## src/rtl/mskand_pkg.sv

```systemverilog
// rtl/mskand_pkg.sv - index helpers shared by the masked AND pipeline
// Purpose: pure index arithmetic for share packing and randomness pair
// numbering. No ports; imported by mskand_hpc2_lane and mskand_hpc2_pipe.
package mskand_pkg;

  // Index of unordered pair (i<j) among D shares, row-major over the upper triangle.
  function automatic int PIDX(input int i, input int j, input int d);
    return i * d - i * (i + 1) / 2 + (j - 1 - i);
  endfunction

  // Random bits consumed per beat for D shares and W lanes.
  function automatic int NRND(input int d, input int w);
    return w * d * (d - 1) / 2;
  endfunction

  // Position of share i, bit lane k in a packed D*W sharing.
  function automatic int SIDX(input int i, input int k, input int w);
    return i * w + k;
  endfunction

  // Dense index of ordered pair (i,j), j!=i, so no diagonal storage is needed.
  function automatic int OIDX(input int i, input int j, input int d);
    return i * (d - 1) + ((j < i) ? j : j - 1);
  endfunction

endpackage

```

## src/rtl/mskand_hpc2_lane.sv

```systemverilog
// rtl/mskand_hpc2_lane.sv - one bit lane of the two-stage HPC2 masked AND
// Purpose: D-share AND of one bit lane with registered cross terms.
// Ports: clk, rst_n (async active-low); ld1 loads stage 1, ld2 loads stage 2;
//        a, b: D shares; r: D*(D-1)/2 pair randoms; out: D shares of a&b,
//        combinational from stage-2 flops only.
module mskand_hpc2_lane
  import mskand_pkg::*;
#(
  parameter int D = 2,
  localparam int NP = D * (D - 1) / 2,
  localparam int NO = D * (D - 1)
) (
  input  logic          clk,
  input  logic          rst_n,
  input  logic          ld1,
  input  logic          ld2,
  input  logic [D-1:0]  a,
  input  logic [D-1:0]  b,
  input  logic [NP-1:0] r,
  output logic [D-1:0]  out
);

  (* keep = "true" *) logic [D-1:0]  a1_q, b1_q, p_q, p_d;
  (* keep = "true" *) logic [NP-1:0] r1_q;
  (* keep = "true" *) logic [NO-1:0] v_q, v_d, u_q, u_d, w_q, w_d;

  // v_ij = b_j ^ r_ij only mixes B shares with randomness; A meets the
  // foreign B share only after this value has been registered.
  always_comb begin
    v_d = '0;
    for (int i = 0; i < D; i++) begin
      for (int j = 0; j < D; j++) begin
        if (j != i) begin
          v_d[OIDX(i, j, D)] = b[j] ^ r[PIDX((i < j) ? i : j, (i < j) ? j : i, D)];
        end
      end
    end
  end

  always_ff @(posedge clk or negedge rst_n) begin
    if (!rst_n) begin
      a1_q <= '0;
      b1_q <= '0;
      r1_q <= '0;
      v_q  <= '0;
    end else if (ld1) begin
      a1_q <= a;
      b1_q <= b;
      r1_q <= r;
      v_q  <= v_d;
    end
  end

  always_comb begin
    p_d = a1_q & b1_q;
    u_d = '0;
    w_d = '0;
    for (int i = 0; i < D; i++) begin
      for (int j = 0; j < D; j++) begin
        if (j != i) begin
          u_d[OIDX(i, j, D)] = ~a1_q[i] & r1_q[PIDX((i < j) ? i : j, (i < j) ? j : i, D)];
          w_d[OIDX(i, j, D)] = a1_q[i] & v_q[OIDX(i, j, D)];
        end
      end
    end
  end

  always_ff @(posedge clk or negedge rst_n) begin
    if (!rst_n) begin
      p_q <= '0;
      u_q <= '0;
      w_q <= '0;
    end else if (ld2) begin
      p_q <= p_d;
      u_q <= u_d;
      w_q <= w_d;
    end
  end

  // u_ij ^ w_ij = r_ij ^ a_i&b_j; each r_ij shows up in shares i and j and cancels.
  always_comb begin
    out = p_q;
    for (int i = 0; i < D; i++) begin
      for (int j = 0; j < D; j++) begin
        if (j != i) begin
          out[i] = out[i] ^ u_q[OIDX(i, j, D)] ^ w_q[OIDX(i, j, D)];
        end
      end
    end
  end

endmodule

```

## src/rtl/mskand_hpc2_pipe.sv

```systemverilog
// rtl/mskand_hpc2_pipe.sv - W-lane D-share masked AND with valid/ready pipeline
// Purpose: W parallel HPC2 AND lanes behind a 2-stage valid/ready pipeline
// with a handshaked randomness port.
// Ports: clk, rst_n (async active-low), flush (sync valid clear);
//        in_valid/in_ready with ina, inb (share i bit k at i*W+k);
//        rnd_valid/rnd_ready with rnd (lane k pair p at k*D*(D-1)/2+p);
//        out_valid/out_ready with out (same packing as ina).
module mskand_hpc2_pipe
  import mskand_pkg::*;
#(
  parameter int D = 2,
  parameter int W = 1,
  localparam int N_RND = NRND(D, W),
  localparam int NP = D * (D - 1) / 2
) (
  input  logic             clk,
  input  logic             rst_n,
  input  logic             flush,
  input  logic             in_valid,
  output logic             in_ready,
  input  logic [D*W-1:0]   ina,
  input  logic [D*W-1:0]   inb,
  input  logic [N_RND-1:0] rnd,
  input  logic             rnd_valid,
  output logic             rnd_ready,
  output logic [D*W-1:0]   out,
  output logic             out_valid,
  input  logic             out_ready
);

  logic s1_valid_q, s1_valid_d, s2_valid_q, s2_valid_d;
  logic accept, adv2, pop;

  // Flush wins over every transfer in its cycle; data flops keep their contents.
  always_comb begin
    adv2      = s1_valid_q & (~s2_valid_q | out_ready) & ~flush;
    in_ready  = ~s1_valid_q | adv2;
    rnd_ready = in_valid & in_ready & ~flush;
    accept    = rnd_ready & rnd_valid;
    pop       = s2_valid_q & out_ready;

    s1_valid_d = s1_valid_q;
    if (flush)       s1_valid_d = 1'b0;
    else if (accept) s1_valid_d = 1'b1;
    else if (adv2)   s1_valid_d = 1'b0;

    s2_valid_d = s2_valid_q;
    if (flush)     s2_valid_d = 1'b0;
    else if (adv2) s2_valid_d = 1'b1;
    else if (pop)  s2_valid_d = 1'b0;
  end

  always_ff @(posedge clk or negedge rst_n) begin
    if (!rst_n) begin
      s1_valid_q <= 1'b0;
      s2_valid_q <= 1'b0;
    end else begin
      s1_valid_q <= s1_valid_d;
      s2_valid_q <= s2_valid_d;
    end
  end

  assign out_valid = s2_valid_q;

  for (genvar k = 0; k < W; k++) begin : g_lane
    logic [D-1:0] a_k, b_k, o_k;
    for (genvar i = 0; i < D; i++) begin : g_sh
      assign a_k[i] = ina[SIDX(i, k, W)];
      assign b_k[i] = inb[SIDX(i, k, W)];
      assign out[SIDX(i, k, W)] = o_k[i];
    end
    mskand_hpc2_lane #(.D(D)) u_lane (
      .clk   (clk),
      .rst_n (rst_n),
      .ld1   (accept),
      .ld2   (adv2),
      .a     (a_k),
      .b     (b_k),
      .r     (rnd[k*NP +: NP]),
      .out   (o_k)
    );
  end

endmodule

```

## config.mk

```make
export PLATFORM = sky130hd
export DESIGN_NAME = mskand_hpc2_pipe
export DESIGN_NICKNAME = d
export VERILOG_FILES = /design/src/rtl/mskand_pkg.sv /design/src/rtl/mskand_hpc2_lane.sv /design/src/rtl/mskand_hpc2_pipe.sv
export SDC_FILE = /design/constraint.sdc
export NUM_CORES = 1
export LEC_CHECK = 0
export BUFFER_PORTS_ARGS = -buffer_cell sky130_fd_sc_hd__buf_2
export CORE_MARGIN = 10
export CORE_UTILIZATION = 45
export CTS_CLUSTER_DIAMETER = 200
export DETAILED_ROUTE_END_ITERATION = 8
export PLACE_DENSITY = 0.8
export SYNTH_ARGS = -nofsm -noshare
export SYNTH_HDL_FRONTEND = slang
export SYNTH_SLANG_ARGS = --single-unit
```

## constraint.sdc

```tcl
create_clock -name clk -period 1.4 [get_ports clk]
set_clock_uncertainty 0.15 [all_clocks]
set_input_delay 0.28 -clock clk [delete_from_list [all_inputs] [get_ports clk]]
set_output_delay 0.28 -clock clk [all_outputs]
set_load 0.02 [all_outputs]
```

==> run_results.csv <==
group,metric,value,unit
status,status,"complete, but fails checks",
status,violations,"setup timing",
clocking,cts_buffer_depth,2,
power_and_ir_drop,p_clk_frac,0.186,
min_path,min_path_cells,2,
die,io_pins,16,
sta,fmax,0.581,GHz
clocking,cts_root_buf,"clkbuf_4",
worst_setup_path,critical_path.max_stage_delay,0.41,ns
routing,wl_per_cell,14.5,µm
placed_design,gp_congestion,0.798,
die,die_height,59.8,µm
worst_setup_path,rr_worst_depth,5,
sta,max_slew_margin,0.788,
final_layout,post-route-util,0.664,
logic_synthesis,yosysUniqueCellTypes,15,
worst_setup_path,cp.depth,4,
final_layout,antennaDiodeCount,0,
power_and_ir_drop,pwr-share-comb,0.361,
final_layout,fillCellCount,113,
worst_setup_path,crit_path_max_fanout,2,
worst_setup_path,worstPathArrival,1.29,ns
worst_setup_path,critPathKind,"reg2out",
sta,post-route-period-util,1.23,
power_and_ir_drop,swShare,0.295,
worst_setup_path,start_kind,"flop",
final_layout,area_growth,40.6,%
clocking,htree_levels,1,
sta,setup_viol,17,
worst_setup_path,cpMaxStageDelayCell,"dfrtp_2",
worst_setup_path,cp_num_buf_inv,1,
worst_setup_path,crit_family,"flip-flops",
routing,drt_first_pass_iters,4,
routing,drt-total-wl,1.38,mm
clocking,numClockSinks,15,
final_layout,seqCellArea,377,µm²
final_layout,final_common_cell,"dfrtp_1",
logic_synthesis,synth_warnings,0,
die,die_x,59.8,µm
sta,whs,0.0710,ns
clocking,clk_pin_slew,0.08,ns
die,die_area,3570,µm²
clocking,clk_latency,0.28,ns
final_layout,layout_common_cells,"14 x dfrtp_1, 12 x buf_2, 9 x buf_4, 8 x mux2_4, 5 x mux2_2",
logic_synthesis,netlist_area,712,µm²
sta,rsz0062_at_grt,"yes",
placed_design,port_buffers,15,
global_route,grt_start_max_net_pins,16,
logic_synthesis,synth.area.top_cells,"dfrtp_1 53%, mux2_2 21%, xnor2_1 4.9%",
power_and_ir_drop,pwr_density_cell,1320,nW/µm²
global_route,grt_use_total,0.0885,
power_and_ir_drop,seq_power_share,0.453,
routing,vias_per_cell,4.79,
routing,drt_iter0_drc,2,
power_and_ir_drop,p_switching,0.390,mW
global_route,grt_pass1_wl,2.30,mm
logic_synthesis,synth_cells,50,
sta,fin_ws,-0.321,ns
power_and_ir_drop,vdd_ir_drop_max,0.499,mV
logic_synthesis,syn-num-nets,61,
run,drv_cap,0,
sta,worst_slew_pin_slew,0.319,ns
power_and_ir_drop,p_leak,0.480,nW
logic_synthesis,synth.ff_latch_count,15,
die,row_count,14,
final_layout,final_nets,91,
final_layout,drive_gt1_frac,0.633,
final_layout,multiInputGateArea,394,µm²
power_and_ir_drop,p_int,0.933,mW
worst_setup_path,cp_cell_sequence,"nor2b_4 > o21ai_4 > and3_4 > buf_6",
worst_setup_path,cp_data_required_time,0.97,ns
clocking,cts_tree,"yes",
die,start_util,0.473,
logic_synthesis,ys_seq_area_frac,0.527,
logic_synthesis,syn_avg_cell_area,14.2,µm²
worst_setup_path,end_kind,"output pin",
sta,hold_viol_final,0,
global_route,grt_pass1_vias,480,
die,design.core.area,1510,µm²
global_route,grt.overflow.total,0,
logic_synthesis,synth_area_leader_cell,"dfrtp_1",
routing,drc,0,
logic_synthesis,synth_top_area_frac,0.527,
sta,maxSlewViolCount,0,
routing,vias,455,
sta,period_needed,1.72,ns
placed_design,dp_hpwl,1.06,mm
min_path,hold_class,"in2reg",
clocking,cts-buffers-inserted,3,
global_route,antenna_found_initial,0,
routing,ant_nets,0,
## cell families (layout without fill, tap and decap cells)
group	after synthesis	count (layout)	share of synthesized area
mux	13	13	0.206
xor+xnor	6	6	0.0738
simple gates	12	12	0.146
compound gates	3	3	0.0422
flops	15	15	0.527
buf+inv	1	30	0.00527
## layer usage
| layer | wire length (µm) | global-route usage | share of wire |
|---|---|---|---|
| met5 | 0 | 0 | 0 |
| met4 | 48 | 0.0577 | 0.035 |
| met3 | 72 | 0.0318 | 0.052 |
| met2 | 660 | 0.135 | 0.48 |
| met1 | 600 | 0.101 | 0.43 |
## worst paths after layout
path,startpoint,to,slack (ns)
max reg2reg,out_valid,g_lane[0].u_lane.w_q[0],-0.21
min,ina[1],g_lane[0].u_lane.a1_q[1],0.07
min reg2reg,g_lane[0].u_lane.v_q[1],g_lane[0].u_lane.v_q[1],0.38
min in group asynchronous,rst_n,g_lane[0].u_lane.a1_q[1],0.26
max,out_valid,rnd_ready,-0.32
max in group asynchronous,rst_n,out_valid,0.58
## timing repair
| item | in CTS | in global routing |
|---|---|---|
| setup buffers | 3 | 1 |
| gates resized for setup | 7 | 2 |
| pin swaps | 7 | 5 |
| endpoints found under the setup margin | 17 | 17 |
| hold endpoints to repair | 15 | 0 |
| hold buffers | 1 | 0 |
## Yosys cell counts
library cell / count
a31o_2: 1
xor2_1: 2
nor3b_4: 1
o21ai_0: 1
nor2b_1: 2
a21oi_4: 1
xnor2_1: 4
dfrtp_1: 15
nor2b_4: 1
mux2_2: 13
nand3b_4: 1
and2_1: 4
and3_1: 1
nor2_1: 2
inv_1: 1
## power by group through the flow
stage	Sequential (mW)	Combinational [mW]	Clock, mW
after floorplan	0.584	0.295	0
after CTS	0.593	0.454	0.250
after global placement	0.598	0.396	0
after detailed placement	0.603	0.404	0
after global routing	0.616	0.516	0.276
final	0.599	0.478	0.245
## worst register-to-register path: stages, from the launching register on
cell,delay [ns]
dfrtp_2,0.41
nor2b_4,0.13
buf_4,0.15
nor3b_4,0.19
buf_6,0.15
mux2_2,0.32
## area by class of cell
cell class,instances,share of cell area
multi-input combinational,34,0.394
sequential,15,0.376
timing repair buffer,25,0.180
clock buffer,4,0.0263
tap,16,0.0200
inverter,1,0.00375
## stage by stage
| stage | area (µm²) | setup TNS (ns) | setup slack (ns) | power [mW] | std cells |
|---|---|---|---|---|---|
| finish | 1000 | -3.00 | -0.321 | 1.32 | 95 |
| global route | 1000 | -3.69 | -0.356 | 1.41 | 95 |
| CTS | 978 | -3.25 | -0.281 | 1.30 | 94 |
| detailed placement | 885 | -1.16 | -0.101 | 1.01 | 86 |
| global placement | 885 | -0.992 | -0.0769 | 0.994 | 86 |
| floorplan | 752 | -1.37 | -0.116 | 0.879 | 50 |
## sequential cells by signal (all words and copies together), names as in the netlist
register,count
g_lane.u_lane.a1_q,2
g_lane.u_lane.b1_q,2
g_lane.u_lane.p_q,2
g_lane.u_lane.r1_q,1
g_lane.u_lane.u_q,2
g_lane.u_lane.v_q,2
g_lane.u_lane.w_q,2
out_valid,1
s1_valid_q,1
Note: power is estimated with default switching activity, not from simulation.
